--- src/rtl/shiftreg_ser_pkg.sv ---
// ============================================================================
// Module      : shiftreg_ser_pkg
// Description : Shared types and constants for the framed serial transmitter
//               that follows the 4-bit universal shift register.
//               Optional feature macro: SHIFTREG_SER_PARITY_EN
// Revision    : 1.0 - initial release
// ============================================================================
`default_nettype none

package shiftreg_ser_pkg;

  // Transmitter FSM states; PARITY is only visited when parity is built in
  typedef enum logic [2:0] {
    IDLE   = 3'd0,
    START  = 3'd1,
    DATA   = 3'd2,
    PARITY = 3'd3,
    STOP   = 3'd4
  } ser_state_e;

  // Line levels of the frame
  localparam logic START_BIT  = 1'b0;
  localparam logic STOP_BIT   = 1'b1;
  localparam logic IDLE_LEVEL = 1'b1;

  // Counter width able to hold 0..n-1, never narrower than one bit
  function automatic int cnt_width(input int n);
    return (n > 1) ? $clog2(n) : 1;
  endfunction

endpackage

`default_nettype wire

--- src/rtl/shiftreg_baud_tick.sv ---
// ============================================================================
// Module      : shiftreg_baud_tick
// Description : Bit-period counter. Counts 0..BAUD_DIV-1 while the FSM is
//               out of IDLE and flags the last clock of every bit period.
//               Optional feature macro: none (used by SHIFTREG_SER_PARITY_EN
//               builds unchanged)
// Revision    : 1.0 - initial release
// ============================================================================
`default_nettype none

module shiftreg_baud_tick
  import shiftreg_ser_pkg::*;
#(
  parameter int BAUD_DIV = 1
) (
  input  logic clock,
  input  logic reset,
  input  logic clr_i,
  output logic bit_tick_o
);

  localparam int               CNT_W = cnt_width(BAUD_DIV);
  localparam logic [CNT_W-1:0] LAST  = CNT_W'(BAUD_DIV - 1);

  logic [CNT_W-1:0] cnt_q;
  logic [CNT_W-1:0] cnt_d;

  // Held at zero in IDLE so the first bit period starts from a clean count
  always_comb begin
    cnt_d = cnt_q;
    if (clr_i || (cnt_q == LAST)) begin
      cnt_d = '0;
    end else begin
      cnt_d = cnt_q + CNT_W'(1);
    end
  end

  assign bit_tick_o = !clr_i && (cnt_q == LAST);

  // Counter register, cleared asynchronously by reset
  always_ff @(posedge clock or negedge reset) begin
    if (!reset) begin
      cnt_q <= '0;
    end else begin
      cnt_q <= cnt_d;
    end
  end

endmodule

`default_nettype wire

--- src/rtl/shiftreg_serializer.sv ---
// ============================================================================
// Module      : shiftreg_serializer
// Description : Accepts a parallel word over valid/ready and sends it as a
//               framed serial stream: start bit, WIDTH data bits, stop bit,
//               each bit held for BAUD_DIV clocks.
//               Optional feature macro: SHIFTREG_SER_PARITY_EN (adds an
//               even-parity bit between the data bits and the stop bit)
// Revision    : 1.0 - initial release
// ============================================================================
`default_nettype none

module shiftreg_serializer
  import shiftreg_ser_pkg::*;
#(
  parameter int WIDTH     = 4,
  parameter int BAUD_DIV  = 1,
  parameter int LSB_FIRST = 1
) (
  input  logic             clock,
  input  logic             reset,
  input  logic [WIDTH-1:0] DATAIN,
  input  logic             DATAIN_VALID,
  output logic             DATAIN_READY,
  output logic             SEROUT,
  output logic             BUSY,
  output logic             DONE
);

  localparam int               BIT_W    = cnt_width(WIDTH);
  localparam logic [BIT_W-1:0] LAST_BIT = BIT_W'(WIDTH - 1);

  ser_state_e       state_q, state_d;
  logic [WIDTH-1:0] shreg_q, shreg_d;
  logic [BIT_W-1:0] bitcnt_q, bitcnt_d;
  logic             serout_q, serout_d;
  logic             busy_q;
  logic             ready_q;
`ifdef SHIFTREG_SER_PARITY_EN
  logic             parity_q, parity_d;
`endif

  logic             w_bit_tick;
  logic             w_done;
  logic             w_first_bit;
  logic             w_next_bit;
  logic [WIDTH-1:0] w_shifted;

  shiftreg_baud_tick #(
    .BAUD_DIV (BAUD_DIV)
  ) u_baud_tick (
    .clock      (clock),
    .reset      (reset),
    .clr_i      (state_q == IDLE),
    .bit_tick_o (w_bit_tick)
  );

  // Bit order: the word always drains toward the end being transmitted
  generate
    if (LSB_FIRST != 0) begin : g_lsb_first
      assign w_first_bit = shreg_q[0];
      assign w_shifted   = shreg_q >> 1;
      assign w_next_bit  = w_shifted[0];
    end else begin : g_msb_first
      assign w_first_bit = shreg_q[WIDTH-1];
      assign w_shifted   = shreg_q << 1;
      assign w_next_bit  = w_shifted[WIDTH-1];
    end
  endgenerate

  // Next state; serout_d is the level the line will carry in that next state
  always_comb begin
    state_d  = state_q;
    shreg_d  = shreg_q;
    bitcnt_d = bitcnt_q;
    serout_d = serout_q;
    w_done   = 1'b0;
`ifdef SHIFTREG_SER_PARITY_EN
    parity_d = parity_q;
`endif
    case (state_q)
      IDLE: begin
        serout_d = IDLE_LEVEL;
        if (DATAIN_VALID && ready_q) begin
          state_d  = START;
          shreg_d  = DATAIN;
          bitcnt_d = '0;
          serout_d = START_BIT;
`ifdef SHIFTREG_SER_PARITY_EN
          parity_d = ^DATAIN;
`endif
        end
      end
      START: begin
        if (w_bit_tick) begin
          state_d  = DATA;
          serout_d = w_first_bit;
        end
      end
      DATA: begin
        if (w_bit_tick) begin
          if (bitcnt_q == LAST_BIT) begin
`ifdef SHIFTREG_SER_PARITY_EN
            state_d  = PARITY;
            serout_d = parity_q;
`else
            state_d  = STOP;
            serout_d = STOP_BIT;
`endif
          end else begin
            shreg_d  = w_shifted;
            bitcnt_d = bitcnt_q + BIT_W'(1);
            serout_d = w_next_bit;
          end
        end
      end
`ifdef SHIFTREG_SER_PARITY_EN
      PARITY: begin
        if (w_bit_tick) begin
          state_d  = STOP;
          serout_d = STOP_BIT;
        end
      end
`endif
      STOP: begin
        if (w_bit_tick) begin
          state_d  = IDLE;
          serout_d = IDLE_LEVEL;
          w_done   = 1'b1;
        end
      end
      default: begin
        state_d  = IDLE;
        serout_d = IDLE_LEVEL;
      end
    endcase
  end

  // State, datapath and registered outputs; reset aborts any frame at once
  always_ff @(posedge clock or negedge reset) begin
    if (!reset) begin
      state_q  <= IDLE;
      shreg_q  <= '0;
      bitcnt_q <= '0;
      serout_q <= IDLE_LEVEL;
      busy_q   <= 1'b0;
      ready_q  <= 1'b0;
`ifdef SHIFTREG_SER_PARITY_EN
      parity_q <= 1'b0;
`endif
    end else begin
      state_q  <= state_d;
      shreg_q  <= shreg_d;
      bitcnt_q <= bitcnt_d;
      serout_q <= serout_d;
      busy_q   <= (state_d != IDLE);
      ready_q  <= (state_d == IDLE);
`ifdef SHIFTREG_SER_PARITY_EN
      parity_q <= parity_d;
`endif
    end
  end

  assign DATAIN_READY = ready_q;
  assign SEROUT       = serout_q;
  assign BUSY         = busy_q;
  assign DONE         = w_done;

endmodule

`default_nettype wire

--- config.mk ---
export PLATFORM = sky130hd
export DESIGN_NAME = shiftreg_serializer
export DESIGN_NICKNAME = d
export VERILOG_FILES = /design/src/rtl/shiftreg_ser_pkg.sv /design/src/rtl/shiftreg_baud_tick.sv /design/src/rtl/shiftreg_serializer.sv
export SDC_FILE = /design/constraint.sdc
export NUM_CORES = 1
export LEC_CHECK = 0
export ABC_AREA = 1
export BUFFER_PORTS_ARGS = -buffer_cell sky130_fd_sc_hd__buf_2
export CORE_UTILIZATION = 40
export DETAILED_ROUTE_END_ITERATION = 10
export PLACE_DENSITY_LB_ADDON = 0.2
export SLEW_MARGIN = 30
export SYNTH_ARGS = -nofsm -noshare
export SYNTH_HDL_FRONTEND = slang
export SYNTH_SLANG_ARGS = --single-unit
--- constraint.sdc ---
create_clock -name clock -period 1.54 [get_ports clock]
set_input_delay 0.077 -clock clock [delete_from_list [all_inputs] [get_ports clock]]
set_output_delay 0.077 -clock clock [all_outputs]
set_load 0.02 [all_outputs]
==> results of run 1 <==
==> metrics by stage <==
stage / std cells / hold slack, ps
final: 138 / 140
after CTS: 138 / 140
after floorplan: 100 / -219
after global placement: 133 / -23.7
after detailed placement: 133 / -23.5
after global routing: 138 / 154
==> path summary, 6_finish.rpt <==
check	to	cells after the start
max	DONE	4
min	shreg_q[3]	5
max reg2reg	bitcnt_q[0]	6
min reg2reg	shreg_q[2]	2
max in group asynchronous	SEROUT	2
min in group asynchronous	bitcnt_q[1]	2
==> synthesized netlist by cell type (2+ instances only) <==
| cell | count |
|---|---|
| sky130_fd_sc_hd__nand3_1 | 17 |
| sky130_fd_sc_hd__nor2_2 | 4 |
| sky130_fd_sc_hd__nor2_1 | 5 |
| sky130_fd_sc_hd__nand2_2 | 2 |
| sky130_fd_sc_hd__nand2_1 | 32 |
| sky130_fd_sc_hd__dfrtp_1 | 12 |
| sky130_fd_sc_hd__inv_2 | 3 |
| sky130_fd_sc_hd__a21oi_1 | 3 |
| sky130_fd_sc_hd__inv_1 | 8 |
==> routing by layer <==
metal | vias to the layer above | share of wire, %
met4 | 0 | 2.0
li1 | 340 | -
met1 | 299 | 47
met5 | - | 0
met3 | 4 | 5.1
met2 | 18 | 45
==> flip-flops by register name, indices dropped and copies added, names as in the netlist <==
signal             count
shreg_q                4
state_q                3
bitcnt_q               2
BUSY                   1
DATAIN_READY           1
SEROUT                 1
u_baud_tick.cnt_q      1
==> power by group through the flow <==
stage / Combinational, W / Clock [W] / Sequential [W]
after floorplan: 0.000702 / 0 / 0.000637
after global placement: 0.000893 / 0 / 0.000605
after detailed placement: 0.000906 / 0 / 0.000609
after CTS: 0.000911 / 0.000214 / 0.000602
after global routing: 0.00102 / 0.000236 / 0.000623
final: 0.000902 / 0.000203 / 0.000599
==> repair_timing <==
| item | CTS | global route |
|---|---|---|
| hold endpoints to repair | 13 | 0 |
| setup buffers | 0 | 0 |
| hold buffers | 1 | 0 |
==> cells by family after synthesis <==
kind of cell,after synthesis
other cells,1
flops,13
fa+ha+maj,1
simple gates,64
compound gates,6
buf+inv,15
==> critical path, stage by stage, from the launching register on <==
cell and delay (ps):
sky130_fd_sc_hd__dfrtp_1 460, sky130_fd_sc_hd__nor2_2 220, sky130_fd_sc_hd__nand2_1 100, sky130_fd_sc_hd__nor2_1 100
sky130_fd_sc_hd__buf_2 170
==> layout make-up <==
type / count / share of cell area [%]
Timing Repair Buffer: 11 / 6.95
Clock buffer: 4 / 3.04
Tap cell: 25 / 3.62
Sequential cell: 13 / 37.8
Inverter: 13 / 5.93
Multi-Input combinational cell: 72 / 42.7
==> results.yml, run 1 <==
setup_path:
  worst-setup-path-type: "register to output port"
  endpoint_kind: "output port"
  worst-r2r-setup-slack_ps: 170
  start_of_the_worst_register_to_register_path: "state_q[2]"
  crit_arrival_ps: 1320
  setup.worst_path.start_class: "register"
  critPathLaunch: "state_q[0]"
  cp_max_fo: 7
  worst-endpoint-required_ps: 1460
global_route:
  gr-usage-met2_pct: 22.9
  groute.usage.overall_pct: 17.7
  grt_antenna_before_repair: 0
  grt_start_max_net_pins: 14
  grt_util_met1_pct: 26.5
  grt_util_met3_pct: 3.57
  global_route.peak_usage_layer: "met1"
  global_route_wire_length_before_repair_um: 2530
  grt_overflow: 0
  first_global_vias: 579
finish:
  final_net_count: 122
  combined_area_of_the_multi_input_logic_cells_um2: 369
  synthesis_to_finish_area_growth_pct: 13.3
  layout_commonest_cell: "sky130_fd_sc_hd__nand2_1"
  layout-drive-gt1-share_pct: 25.7
  fillCellCount: 193
  final_util_pct: 49.0
  final_cell_area_um2: 865
  layout.cells.most_common_list: "32 x sky130_fd_sc_hd__nand2_1, 17 x sky130_fd_sc_hd__nand3_1, 12 x sky130_fd_sc_hd__dfrtp_1"
  antenna_cells_inserted: 0
  ff_latch_area_um2: 327
timing:
  timing.final.ws_setup_ps: 145
  grt_setup_unrepaired: "no"
  final_min_period_over_clock_period_pct: 90.6
  finalSetupViolations: 0
  hold_viol_final: 0
  clock.fmax_mhz: 717
  drv_slew: 0
  final.min_clock_period_ps: 1390
  post_route_skew_ps: 2.09
  timing.setup.tns_ps: 0
synth:
  post_synthesis_register_bit_count: 13
  synth_mux_area_share_pct: 0
  synth_sequential_area_ratio_pct: 42.8
  ys_top_cells_by_area: "sky130_fd_sc_hd__dfrtp_1 39%, sky130_fd_sc_hd__nand2_1 16%, sky130_fd_sc_hd__nand3_1 11%, sky130_fd_sc_hd__inv_1 3.9%, sky130_fd_sc_hd__dfstp_2 3.4%"
  synth_net_count: 108
  syn-cell-area_um2: 763
  synth-xor-area-share_pct: 0
  average_footprint_of_a_synthesized_cell_um2: 7.63
  synthesis.yosys.warnings: 0
  synthDistinctLibCells: 23
  yosysTopAreaCellShare_pct: 39.3
  async_flop_share_pct: 100
  synthAdderAreaFrac_pct: 1.64
  synthSimpleGateAreaFrac_pct: 40.3
  synth_edf_count: 0
  dominant_combinational_cell_family_by_area_after_synthesis: "simple AND/OR/NAND/NOR gates"
  synth_cells: 100
  synth_top_area_cell: "sky130_fd_sc_hd__dfrtp_1"
  ys.flop_type: "sky130_fd_sc_hd__dfrtp_1"
  synth_compound_area_share_pct: 5.90
route:
  drtAntennaViolNets: 0
  drc: 0
  drt-vias-per-instance: 4.79
  drt-total-wl_um: 1470
  per_cell_routed_wire_length_um: 10.6
  detailedRoute.firstIterationViolations: 11
  drt_pass1_iterations: 4
  via_count: 661
die:
  cell_rows: 15
  fp.dieArea_um2: 2090
  initial_core_util_pct: 43.3
  floorplan_die_width_um: 45.7
  core_area_um2: 1760
  design.portCount: 11
  fp.dieH_um: 45.7
power_and_ir_drop:
  peakVddDrop_mv: 0.759
  total_power_w: 0.00170
  power.density_nw_per_um2: 1970
  switching_power_w: 0.000801
  power.combinational.fraction_pct: 52.9
  power.share.sequential_pct: 35.2
  internal_power_w: 0.000902
  p_clk_share_pct: 11.9
  power_leakage_nw: 0.464
  power.share.switching_pct: 47.0
clock_tree:
  cts.htree.levels: 1
  cts_buffer_depth: 2
  clock_tree_from_tritoncts: "yes"
  cts_resized: 0
  insertion_delay_ps: 270
  clk_pin_slew_ps: 70
  numCtsBuffers: 3
  clk_root_buffer_cell: "sky130_fd_sc_hd__clkbuf_4"
  clock_sink_count: 13
place:
  dpl-instance-area_um2: 828
  dp_slack_ps: 187
  numPortBuffers: 10
  final_replace_weighted_congestion: 0.885
  post-dp-hpwl_um: 1150
hold_path:
  timing.hold.worst.class: "input port to register"
  holdCritStartpoint: "DATAIN[3]"
run_status:
  status: "completed"
job:
  timing.max_cap.violations: 0
No activity file was read; power rests on OpenSTA's default activity.
==> run 2, diff against run 1 <==
==> constraint.sdc (replaced) <==
create_clock -name clock -period 1.54 [get_ports clock]
set_input_delay 0.231 -clock clock [delete_from_list [all_inputs] [get_ports clock]]
set_output_delay 0.231 -clock clock [all_outputs]
set_load 0.02 [all_outputs]
==> run 2 against run 1 <==
Effect of this change: wire length rose by 3.2%; critical path depth did not move; combinational power rose by 8.8%; highest routed layer is now met3; maximum frequency fell by 4.7%; core utilization rose by 1.8 points.
==> results.yml, run 2 (synthesized netlist as in run 1, its figures left out) <==
power_and_ir_drop:
  p_clk_share_pct: 11.4
  peakVddDrop_mv: 0.793
  power_leakage_nw: 0.478
  total_power_w: 0.00178
  power.share.switching_pct: 46.3
  internal_power_w: 0.000957
  power.combinational.fraction_pct: 55.0
  switching_power_w: 0.000826
  power.density_nw_per_um2: 1990
  power.share.sequential_pct: 33.6
place:
  post-dp-hpwl_um: 1150
  dp_slack_ps: 187
  final_replace_weighted_congestion: 0.885
  numPortBuffers: 10
setup_path:
  cp_max_fo: 5
  endpoint_kind: "output port"
  crit_arrival_ps: 1230
  setup.worst_path.start_class: "register"
  critPathLaunch: "state_q[0]"
  start_of_the_worst_register_to_register_path: "state_q[2]"
  worst-r2r-cell-count: 6
  worst-endpoint-required_ps: 1310
  worst-setup-path-type: "register to output port"
timing:
  clock.fmax_mhz: 683
  hold_viol_final: 0
  final.hold.worst_slack_ps: 293
  drv_slew: 0
  finalSetupViolations: 0
  post_route_skew_ps: 2.43
  timing.final.ws_setup_ps: 76.3
  final_min_period_over_clock_period_pct: 95.0
  final.min_clock_period_ps: 1460
die:
  fp.dieH_um: 45.7
  initial_core_util_pct: 43.3
  cell_rows: 15
  design.portCount: 11
  fp.dieArea_um2: 2090
  core_area_um2: 1760
  floorplan_die_width_um: 45.7
finish:
  layout-drive-gt1-share_pct: 29.3
  layout_commonest_cell: "sky130_fd_sc_hd__nand2_1"
  layout.cells.most_common_list: "32 x sky130_fd_sc_hd__nand2_1, 17 x sky130_fd_sc_hd__nand3_1, 10 x sky130_fd_sc_hd__dfrtp_1"
  fillCellCount: 191
  ff_latch_area_um2: 329
  final_util_pct: 50.9
  antenna_cells_inserted: 0
  regMostFlops: "shreg_q"
  synthesis_to_finish_area_growth_pct: 17.5
  final_net_count: 125
  largest_register_ffs: 4
  biggestRegsByFlops: "shreg_q (4), state_q (3), bitcnt_q (2)"
  combined_area_of_the_multi_input_logic_cells_um2: 374
clock_tree:
  cts.htree.levels: 1
  clk_pin_slew_ps: 70
  cts_buffer_depth: 2
  numCtsBuffers: 3
  clk_root_buffer_cell: "sky130_fd_sc_hd__clkbuf_4"
  clock_sink_count: 13
  insertion_delay_ps: 270
  clock_tree_from_tritoncts: "yes"
global_route:
  grt_antenna_before_repair: 0
  grt_overflow: 0
  global_route.peak_usage_layer: "met1"
  grt_util_met3_pct: 3.57
  groute.usage.overall_pct: 18.0
  global_route_wire_length_before_repair_um: 2570
  first_global_vias: 588
  gr-usage-met2_pct: 24.0
  grt_util_met1_pct: 26.3
  grt_start_max_net_pins: 14
hold_path:
  holdCritStartpoint: "DATAIN[3]"
  timing.hold.worst.class: "input port to register"
  min_path_cells: 5
route:
  drtAntennaViolNets: 0
  drt_pass1_iterations: 4
  detailedRoute.firstIterationViolations: 19
  per_cell_routed_wire_length_um: 10.7
  via_count: 663
  drt-total-wl_um: 1510
  drc: 0
  drt-vias-per-instance: 4.70
job:
  timing.max_cap.violations: 0
run_status:
  status: "completed"
-- run 2: cell count changes in the layout (fill, tap and decap cells not counted) --
cell	change
sky130_fd_sc_hd__buf_2	-1
sky130_fd_sc_hd__buf_4	+4
sky130_fd_sc_hd__dfrtp_1	-2
sky130_fd_sc_hd__dfrtp_2	+2
sky130_fd_sc_hd__nor2_2	-1
sky130_fd_sc_hd__nor2_4	+1
-- run 2: through the flow --
stage | instance area, um2 | setup TNS (ps) | std cells
finish | 897 | 0 | 141
global route | 897 | -4.42 | 141
CTS | 870 | 0 | 138
detailed placement | 828 | 0 | 133
global placement | 828 | 0 | 133
floorplan | 763 | 0 | 100
-- run 2: final timing paths --
kind	to	slack (ps)
min reg2reg	shreg_q[2]	480
min	shreg_q[3]	290
min in group asynchronous	bitcnt_q[1]	370
max reg2reg	bitcnt_q[0]	180
max	DONE	80
max in group asynchronous	SEROUT	900
-- run 2: repair_timing --
action / 4_1_cts / 5_1_grt
pin swaps: 0 / 0
setup buffers: 0 / 3
setup endpoints to repair: 1 / 1
hold buffers: 1 / 0
gates resized for setup: 1 / 3
hold endpoints to repair: 12 / 0
-- run 2: cell type report --
cell class,instances,share of cell area (%)
Multi-Input combinational cell,72,41.7
Sequential cell,13,36.7
Timing Repair Buffer,14,9.48
Inverter,13,5.72
Tap cell,25,3.49
Clock buffer,4,2.93
-- run 2: routing by layer --
metal | up-vias | wire [um]
met1 | 302 | 738
met4 | 0 | 0
met5 | - | 0
met2 | 16 | 731
met3 | 0 | 42
li1 | 345 | -
-- run 2: critical path: stages (launching register included) --
cell	delay [ps]
sky130_fd_sc_hd__dfrtp_2	450
sky130_fd_sc_hd__nor2_4	170
sky130_fd_sc_hd__nand2_1	90
sky130_fd_sc_hd__nor2_1	100
sky130_fd_sc_hd__buf_4	150
-- run 2: power groups by stage --
stage,logic (W),registers [W],clock network [W]
2_1_floorplan,0.000702,0.000637,0
6_report,0.000981,0.000599,0.000203
4_1_cts,0.000918,0.000610,0.000214
3_3_place_gp,0.000893,0.000605,0
3_5_place_dp,0.000906,0.000609,0
5_1_grt,0.00111,0.000619,0.000236
